### src/rtl/adder_share_sched_pkg.sv
`default_nettype none
// ============================================================================
// Module  : adder_share_sched_pkg
// Purpose : Shared op/state encodings and helpers for the shared-adder scheduler
// Revision: 1.0  initial release
// ============================================================================
package adder_share_sched_pkg;

   typedef logic [1:0] op_t;
   typedef logic [1:0] state_t;

   localparam op_t OP_ADD  = 2'b00;
   localparam op_t OP_SUB  = 2'b01;
   localparam op_t OP_NEG  = 2'b10;
   localparam op_t OP_PASS = 2'b11;

   localparam state_t ST_IDLE = 2'd0;
   localparam state_t ST_EXEC = 2'd1;
   localparam state_t ST_DONE = 2'd2;

   // Ceiling log2; returns 0 for v <= 1.
   function automatic int clog2(input int v);
      int r;
      r = 0;
      while ((1 << r) < v) begin
         r = r + 1;
      end
      return r;
   endfunction

endpackage : adder_share_sched_pkg
`default_nettype wire

### src/rtl/adder_share_sched_if.sv
`default_nettype none
// ============================================================================
// Module  : adder_share_sched_if
// Purpose : Requester-side bus of the shared adder scheduler (requests, results)
// Revision: 1.0  initial release
// ============================================================================
interface adder_share_sched_if
   import adder_share_sched_pkg::*;
#(
   parameter int N    = 24,
   parameter int NREQ = 4,
   parameter int IDW  = clog2(NREQ)
) ();

   logic [NREQ-1:0]   req;
   logic [2*NREQ-1:0] op;
   logic [NREQ*N-1:0] a_in;
   logic [NREQ*N-1:0] b_in;
   logic [NREQ-1:0]   gnt;
   logic              done;
   logic [IDW-1:0]    done_id;
   logic [N-1:0]      result;
   logic              cout;
   logic              ovf;

   modport master (
      output req, op, a_in, b_in,
      input  gnt, done, done_id, result, cout, ovf
   );

   modport slave (
      input  req, op, a_in, b_in,
      output gnt, done, done_id, result, cout, ovf
   );

endinterface : adder_share_sched_if
`default_nettype wire

### src/rtl/adder_share_sched_adder_core.sv
`default_nettype none
// ============================================================================
// Module  : adder_core (+ full_adder cell)
// Purpose : Combinational N-bit add/sub/neg/pass datapath over a ripple chain
// Revision: 1.0  initial release
// ============================================================================
module full_adder (
   input  wire logic i_a,
   input  wire logic i_b,
   input  wire logic i_c,
   output logic      o_s,
   output logic      o_c
);
   assign o_s = i_a ^ i_b ^ i_c;
   assign o_c = (i_a & i_b) | (i_c & (i_a ^ i_b));
endmodule : full_adder

module adder_core
   import adder_share_sched_pkg::*;
#(
   parameter int N = 24
) (
   input  wire op_t        i_op,
   input  wire logic [N-1:0] i_a,
   input  wire logic [N-1:0] i_b,
   output logic [N-1:0]    o_sum,
   output logic            o_cout,
   output logic            o_ovf
);

   logic         w_inv_a;
   logic         w_inv_b;
   logic         w_use_b;
   logic         w_is_pass;
   logic [N-1:0] w_x;
   logic [N-1:0] w_y;
   logic [N:0]   w_c;
   logic [N-1:0] w_sum;

   assign w_inv_a   = (i_op == OP_NEG);
   assign w_inv_b   = (i_op == OP_SUB);
   assign w_use_b   = (i_op == OP_ADD) || (i_op == OP_SUB);
   assign w_is_pass = (i_op == OP_PASS);

   // NEG is ~A + 1 with B forced to zero; SUB is A + ~B + 1.
   assign w_x    = i_a ^ {N{w_inv_a}};
   assign w_y    = (w_use_b ? i_b : '0) ^ {N{w_inv_b}};
   assign w_c[0] = w_inv_a | w_inv_b;

   for (genvar i = 0; i < N; i++) begin : g_fa
      full_adder u_fa (
         .i_a (w_x[i]),
         .i_b (w_y[i]),
         .i_c (w_c[i]),
         .o_s (w_sum[i]),
         .o_c (w_c[i+1])
      );
   end

   assign o_sum  = w_sum;
   assign o_cout = w_is_pass ? 1'b0 : w_c[N];
   // Sign rule on the conditioned operands; also yields NEG overflow for A = 100..0.
   assign o_ovf  = w_is_pass ? 1'b0
                 : ((w_x[N-1] == w_y[N-1]) && (w_sum[N-1] != w_x[N-1]));

endmodule : adder_core
`default_nettype wire

### src/rtl/adder_share_sched.sv
`default_nettype none
// ============================================================================
// Module  : adder_share_sched
// Purpose : Round-robin scheduler time-sharing one ripple adder as a LAT-cycle path
// Revision: 1.0  initial release
// ============================================================================
module adder_share_sched
   import adder_share_sched_pkg::*;
#(
   parameter int N    = 24,
   parameter int NREQ = 4,
   parameter int LAT  = 2
) (
   input  wire logic         clk,
   input  wire logic         rst,
   adder_share_sched_if.slave bus
);

   localparam int IDW = clog2(NREQ);
   localparam int CW  = (LAT > 1) ? clog2(LAT) : 1;

   state_t          r_state;
   state_t          w_next;
   logic [IDW-1:0]  r_ptr;
   logic [IDW-1:0]  r_win;
   op_t             r_op;
   logic [N-1:0]    r_a;
   logic [N-1:0]    r_b;
   logic [CW-1:0]   r_cnt;
   logic [N-1:0]    r_result;
   logic            r_cout;
   logic            r_ovf;
   logic [IDW-1:0]  r_done_id;

   logic            w_found;
   logic [IDW-1:0]  w_pick;
   logic [IDW-1:0]  w_scan;
   op_t             w_sel_op;
   logic [N-1:0]    w_sel_a;
   logic [N-1:0]    w_sel_b;
   logic [N-1:0]    w_sum;
   logic            w_cout;
   logic            w_ovf;

   // Round-robin pick: first asserted request at or above r_ptr, wrapping.
   always_comb begin
      w_found = 1'b0;
      w_pick  = '0;
      w_scan  = '0;
      for (int k = 0; k < NREQ; k++) begin
         w_scan = IDW'((int'(r_ptr) + k) % NREQ);
         if (!w_found && bus.req[w_scan]) begin
            w_found = 1'b1;
            w_pick  = w_scan;
         end
      end
   end

   always_comb begin
      w_sel_op = bus.op[2*int'(w_pick) +: 2];
      w_sel_a  = bus.a_in[N*int'(w_pick) +: N];
      w_sel_b  = bus.b_in[N*int'(w_pick) +: N];
   end

   adder_core #(
      .N (N)
   ) u_core (
      .i_op   (r_op),
      .i_a    (r_a),
      .i_b    (r_b),
      .o_sum  (w_sum),
      .o_cout (w_cout),
      .o_ovf  (w_ovf)
   );

   always_ff @(posedge clk) begin
      if (rst) begin
         r_state <= ST_IDLE;
      end else begin
         r_state <= w_next;
      end
   end

   always_comb begin
      w_next = r_state;
      case (r_state)
         ST_IDLE: if (w_found) w_next = ST_EXEC;
         ST_EXEC: if (r_cnt == '0) w_next = ST_DONE;
         ST_DONE: w_next = ST_IDLE;
         default: w_next = ST_IDLE;
      endcase
   end

   // Operands stay frozen through EXEC so the ripple chain sees stable inputs.
   always_ff @(posedge clk) begin
      if (rst) begin
         r_ptr     <= '0;
         r_win     <= '0;
         r_op      <= OP_ADD;
         r_a       <= '0;
         r_b       <= '0;
         r_cnt     <= '0;
         r_result  <= '0;
         r_cout    <= 1'b0;
         r_ovf     <= 1'b0;
         r_done_id <= '0;
      end else begin
         case (r_state)
            ST_IDLE: begin
               if (w_found) begin
                  r_win <= w_pick;
                  r_op  <= w_sel_op;
                  r_a   <= w_sel_a;
                  r_b   <= w_sel_b;
                  r_cnt <= CW'(LAT - 1);
               end
            end
            ST_EXEC: begin
               if (r_cnt == '0) begin
                  r_result  <= w_sum;
                  r_cout    <= w_cout;
                  r_ovf     <= w_ovf;
                  r_done_id <= r_win;
               end else begin
                  r_cnt <= r_cnt - 1'b1;
               end
            end
            ST_DONE: begin
               r_ptr <= (r_win == IDW'(NREQ - 1)) ? '0 : r_win + 1'b1;
            end
            default: begin
               r_cnt <= '0;
            end
         endcase
      end
   end

   always_comb begin
      bus.gnt  = '0;
      bus.done = 1'b0;
      if (r_state != ST_IDLE) begin
         bus.gnt = NREQ'(1) << r_win;
      end
      if (r_state == ST_DONE) begin
         bus.done = 1'b1;
      end
   end

   assign bus.done_id = r_done_id;
   assign bus.result  = r_result;
   assign bus.cout    = r_cout;
   assign bus.ovf     = r_ovf;

endmodule : adder_share_sched
`default_nettype wire

### src/flat_wrapper.sv
// flat-port wrapper written by rule: the top's interface ports become plain ports
module adder_share_sched_flat import adder_share_sched_pkg::*;
#(
   parameter int N    = 24,
   parameter int NREQ = 4,
   parameter int LAT  = 2
)
  (clk, rst, bus_req, bus_op, bus_a_in, bus_b_in, bus_gnt, bus_done, bus_done_id, bus_result, bus_cout, bus_ovf);
  adder_share_sched_if #(.N(N), .NREQ(NREQ), .IDW((2))) bus_i ();
  input  wire logic clk;
  input  wire logic rst;
  input wire logic [$bits(bus_i.req)-1:0] bus_req;
  input wire logic [$bits(bus_i.op)-1:0] bus_op;
  input wire logic [$bits(bus_i.a_in)-1:0] bus_a_in;
  input wire logic [$bits(bus_i.b_in)-1:0] bus_b_in;
  output wire logic [$bits(bus_i.gnt)-1:0] bus_gnt;
  output wire logic [$bits(bus_i.done)-1:0] bus_done;
  output wire logic [$bits(bus_i.done_id)-1:0] bus_done_id;
  output wire logic [$bits(bus_i.result)-1:0] bus_result;
  output wire logic [$bits(bus_i.cout)-1:0] bus_cout;
  output wire logic [$bits(bus_i.ovf)-1:0] bus_ovf;
  assign bus_i.req = bus_req;
  assign bus_i.op = bus_op;
  assign bus_i.a_in = bus_a_in;
  assign bus_i.b_in = bus_b_in;
  assign bus_gnt = bus_i.gnt;
  assign bus_done = bus_i.done;
  assign bus_done_id = bus_i.done_id;
  assign bus_result = bus_i.result;
  assign bus_cout = bus_i.cout;
  assign bus_ovf = bus_i.ovf;
  adder_share_sched #(.N(N), .NREQ(NREQ), .LAT(LAT)) u_core (.clk(clk), .rst(rst), .bus(bus_i));
endmodule
### config.mk
export PLATFORM = sky130hd
export DESIGN_NAME = adder_share_sched_flat
export DESIGN_NICKNAME = d
export VERILOG_FILES = /design/src/rtl/adder_share_sched_pkg.sv /design/src/rtl/adder_share_sched_if.sv /design/src/rtl/adder_share_sched_adder_core.sv /design/src/rtl/adder_share_sched.sv /design/src/flat_wrapper.sv
export SDC_FILE = /design/constraint.sdc
export NUM_CORES = 1
export LEC_CHECK = 0
export BUFFER_PORTS_ARGS = -buffer_cell sky130_fd_sc_hd__buf_2
export CORE_ASPECT_RATIO = 2
export CORE_MARGIN = 4
export CORE_UTILIZATION = 30
export CTS_BUF_LIST = sky130_fd_sc_hd__clkbuf_4
export DETAILED_ROUTE_END_ITERATION = 8
export SYNTH_ARGS = -nofsm -noshare
export SYNTH_HDL_FRONTEND = slang
export SYNTH_HIERARCHICAL = 1
export SYNTH_SLANG_ARGS = --single-unit
### constraint.sdc
create_clock -name clk -period 21.8 [get_ports clk]
set_clock_uncertainty 0.05 [all_clocks]
set_input_delay 1.09 -clock clk [delete_from_list [all_inputs] [get_ports clk]]
set_output_delay 1.09 -clock clk [all_outputs]
set_load 0.01 [all_outputs]
==> flow_metrics.py <==
metrics = {
    "status": {
        "status": "finished, final reports clean",
    },
    "place": {
        "port_buffers": 238,
        "routabilityCongestion": 0.770,
        "dp_hpwl_microns": 14600,
    },
    "worst_hold_path": {
        "min_path_type": "register to register",
        "hp-start": "u_core/bus.result[16]",
        "holdPathEnd": "u_core/bus.result[16]",
        "worstHoldPathCells": 2,
    },
    "worst_setup_path": {
        "rr_startpoint": "u_core/r_op[1]",
        "crit_slowest_cell": "ha_1",
        "worstSetupPathType": "register to register",
        "crit_top_cell": "fa_1",
        "required_ns": 22.11,
        "reg2reg_to": "u_core/bus.ovf",
        "path_max_fanout": 25,
        "worst-r2r-setup-slack_ns": 9.45,
        "r2r_cells": 32,
        "end_kind": "register",
        "max_stage_delay_ns": 0.65,
        "critPathArrivalTime_ns": 12.65,
        "cp-start-kind": "register",
    },
    "routing": {
        "drt_iter0_drc": 107,
        "firstDrtPassIters": 4,
        "drc": 0,
        "routed_wl_microns": 18500,
        "wl_per_cell_microns": 16.5,
        "ant_nets": 0,
        "vias": 5307,
        "viasPerCell": 4.73,
    },
    "power_and_ir_drop": {
        "ir_drop_mv": 0.0394,
        "p_leak_nw": 3.41,
        "p_per_area_nw_per_um2": 65.0,
    },
    "clock_tree": {
        "clkTransAtPathRegs_ns": 0.13,
        "cts_made_buffers": 9,
        "clkSinkCount": 85,
        "clk_latency_ns": 0.42,
        "htree_levels": 3,
        "postCtsSetupBuffers": 0,
        "post_cts_resized": 0,
        "cts_buffer_depth": 2,
        "cts_tree": "done",
        "holdBufCountCts": 0,
        "cts_root_buffer": "clkbuf_4",
    },
    "floorplan": {
        "dieArea_sq_um": 21800,
        "core_sq_um": 18900,
        "fp.dieW_microns": 106,
        "ioPinCount": 239,
        "start_util_pct": 30.7,
        "die_y_microns": 205,
        "fp-row-count": 71,
    },
    "global_routing": {
        "overflow": 0,
        "grt_max_degree": 99,
        "grt_first_pass_wirelength_microns": 28700,
        "grt_pass1_vias": 5464,
        "grt.total_usage_pct": 16.8,
        "antenna_found_initial": 4,
    },
    "job": {
        "max-cap-violations": 0,
    },
    "finish": {
        "fillCellCount": 2009,
        "final_cell_mix": "buf_2 (238), nand2_1 (106), dfxtp_1 (85)",
        "fin_nets": 1099,
        "drive_above_1_share_pct": 35.5,
        "final_common_cell": "buf_2",
        "final_core_util_pct": 38.7,
        "areaGrowthSynthToFinish_pct": 25.9,
    },
    "logic_synthesis": {
        "syn_area_sq_um": 5810,
        "yosysWarnings": 6,
        "yosysUniqueCellTypes": 44,
        "avgSynthCellArea_sq_um": 8.78,
        "synth_top_area_cell": "dfxtp_1",
        "synth_seq_cells": 85,
        "yosys.area.top_type_share_pct": 29.3,
        "synth_nets": 900,
        "synth_cells": 662,
        "ys_seq_area_share_pct": 29.3,
        "ys_top_cells_by_area": "dfxtp_1 (29%), mux2i_1 (9.6%), fa_1 (8.3%), nand2_1 (6.8%), a21boi_0 (6.3%)",
    },
    "timing": {
        "relSlewSlack_pct": 19.8,
        "rsz0062_at_grt": "no",
        "hold_violations": 0,
        "fin_crit_ns": 12.35,
        "maxSlewViolCount": 0,
        "period_share_pct": 56.6,
        "tightest_slew_ns": 1.20,
        "setup_tns_ns": 0,
        "fmax_mhz": 81.0,
        "setup_viol_count_final": 0,
    },
}
[final cells by class]
cell class                      instances  area, sq um  share of cell area [%]
Inverter                                7         26.3                   0.359
Clock buffer                           12         90.1                    1.23
Antenna cell                            2         5.00                  0.0684
Clock inverter                          2         60.1                   0.821
Multi-Input combinational cell        513         3870                    52.9
Sequential cell                        85         1700                    23.3
Tap cell                              255          319                    4.36
Timing Repair Buffer                  245         1240                    17.0
[report_power, final]
group          internal (W)  total [W]  switching, W
registers          0.000177   0.000193     0.0000159
clock network     0.0000494   0.000100     0.0000509
logic             0.0000829   0.000182     0.0000993
[worst max-delay path by stage]
stage	from	end	slack, ns	depth (start not counted)
2_1_floorplan	u_core/r_op[0]	u_core/bus.ovf	10.64	33
3_3_place_gp	u_core/r_op[1]	u_core/bus.ovf	9.66	32
3_5_place_dp	u_core/r_op[1]	u_core/bus.ovf	9.48	32
4_1_cts	u_core/r_op[1]	u_core/bus.ovf	9.46	32
5_1_grt	u_core/r_op[1]	u_core/bus.ovf	8.99	32
6_report	u_core/r_op[1]	u_core/bus.ovf	9.45	32
[synthesized netlist by cell type, drive strengths merged]
| library cell | instances |
|---|---|
| or4 | 1 |
| nor3 | 2 |
| a21oi | 32 |
| clkbuf | 39 |
| dfxtp | 85 |
| inv | 7 |
| fa | 24 |
| nor2 | 10 |
| o21ai | 49 |
| and2 | 2 |
| or3 | 2 |
| a2111oi | 1 |
| nand2 | 106 |
| ha | 8 |
| mux2i | 56 |
| nor3b | 1 |
| and3 | 49 |
| o211ai | 50 |
| nor4 | 1 |
| o211a | 1 |
| o21ba | 1 |
| buf | 18 |
| o221ai | 1 |
| nand3b | 4 |
| xor2 | 23 |
| mux2 | 24 |
| nor2b | 8 |
| a21boi | 49 |
| xnor2 | 1 |
| or2 | 2 |
| o21bai | 1 |
| nand2b | 4 |
[logic make-up (layout without fill, tap and decap cells)]
family,count (synthesis),count (layout),share of synthesized area [%]
AO/OA/AOI/OAI,185,185,21.6
XOR/XNOR,24,24,3.62
adder cells (fa/ha/maj),32,32,9.99
buffers and inverters,64,266,4.87
flip-flops,85,85,29.3
multiplexers,80,80,14.3
other,0,2,0
AND/OR/NAND/NOR,192,192,16.3
[flip-flops by register name (all words and copies together), names as in the netlist]
| register | cells |
|---|---|
| u_core/r_ptr | 2 |
| u_core/r_state | 2 |
| u_core/r_cnt | 1 |
| u_core/bus.ovf | 1 |
| u_core/r_win | 2 |
| u_core/bus.done_id | 2 |
| u_core/r_a | 24 |
| u_core/r_op | 2 |
| u_core/bus.cout | 1 |
| u_core/r_b | 24 |
| u_core/bus.result | 24 |
[critical path, delay by kind of cell, from the launching register on]
kind / cells / cell delay, ns
buf+inv: 1 / 0.08
simple gates: 3 / 0.76
flops: 1 / 0.36
compound gates: 1 / 0.15
mux: 2 / 0.51
fa+ha+maj: 25 / 10.36
[routing by layer]
layer,track usage (%),vias up,share of wire [%]
met4,6.39,2,2.3
met5,0,-,0.038
met3,2.18,25,4.4
met1,19.5,2394,40
met2,30.9,159,53
li1,-,2727,-
[metrics by stage]
stage	instance area [sq um]	setup slack, ns	total power (W)	hold slack, ns	instances
finish	7310	9.45	0.000476	0.411	1121
global route	7310	8.99	0.000515	0.429	1121
CTS	7310	9.46	0.000484	0.413	1119
detailed placement	7160	9.48	0.000382	0.395	1105
global placement	7160	9.66	0.000381	0.391	1105
floorplan	5810	10.64	0.000316	0.411	662
Note: power is estimated with default switching activity, not from simulation.
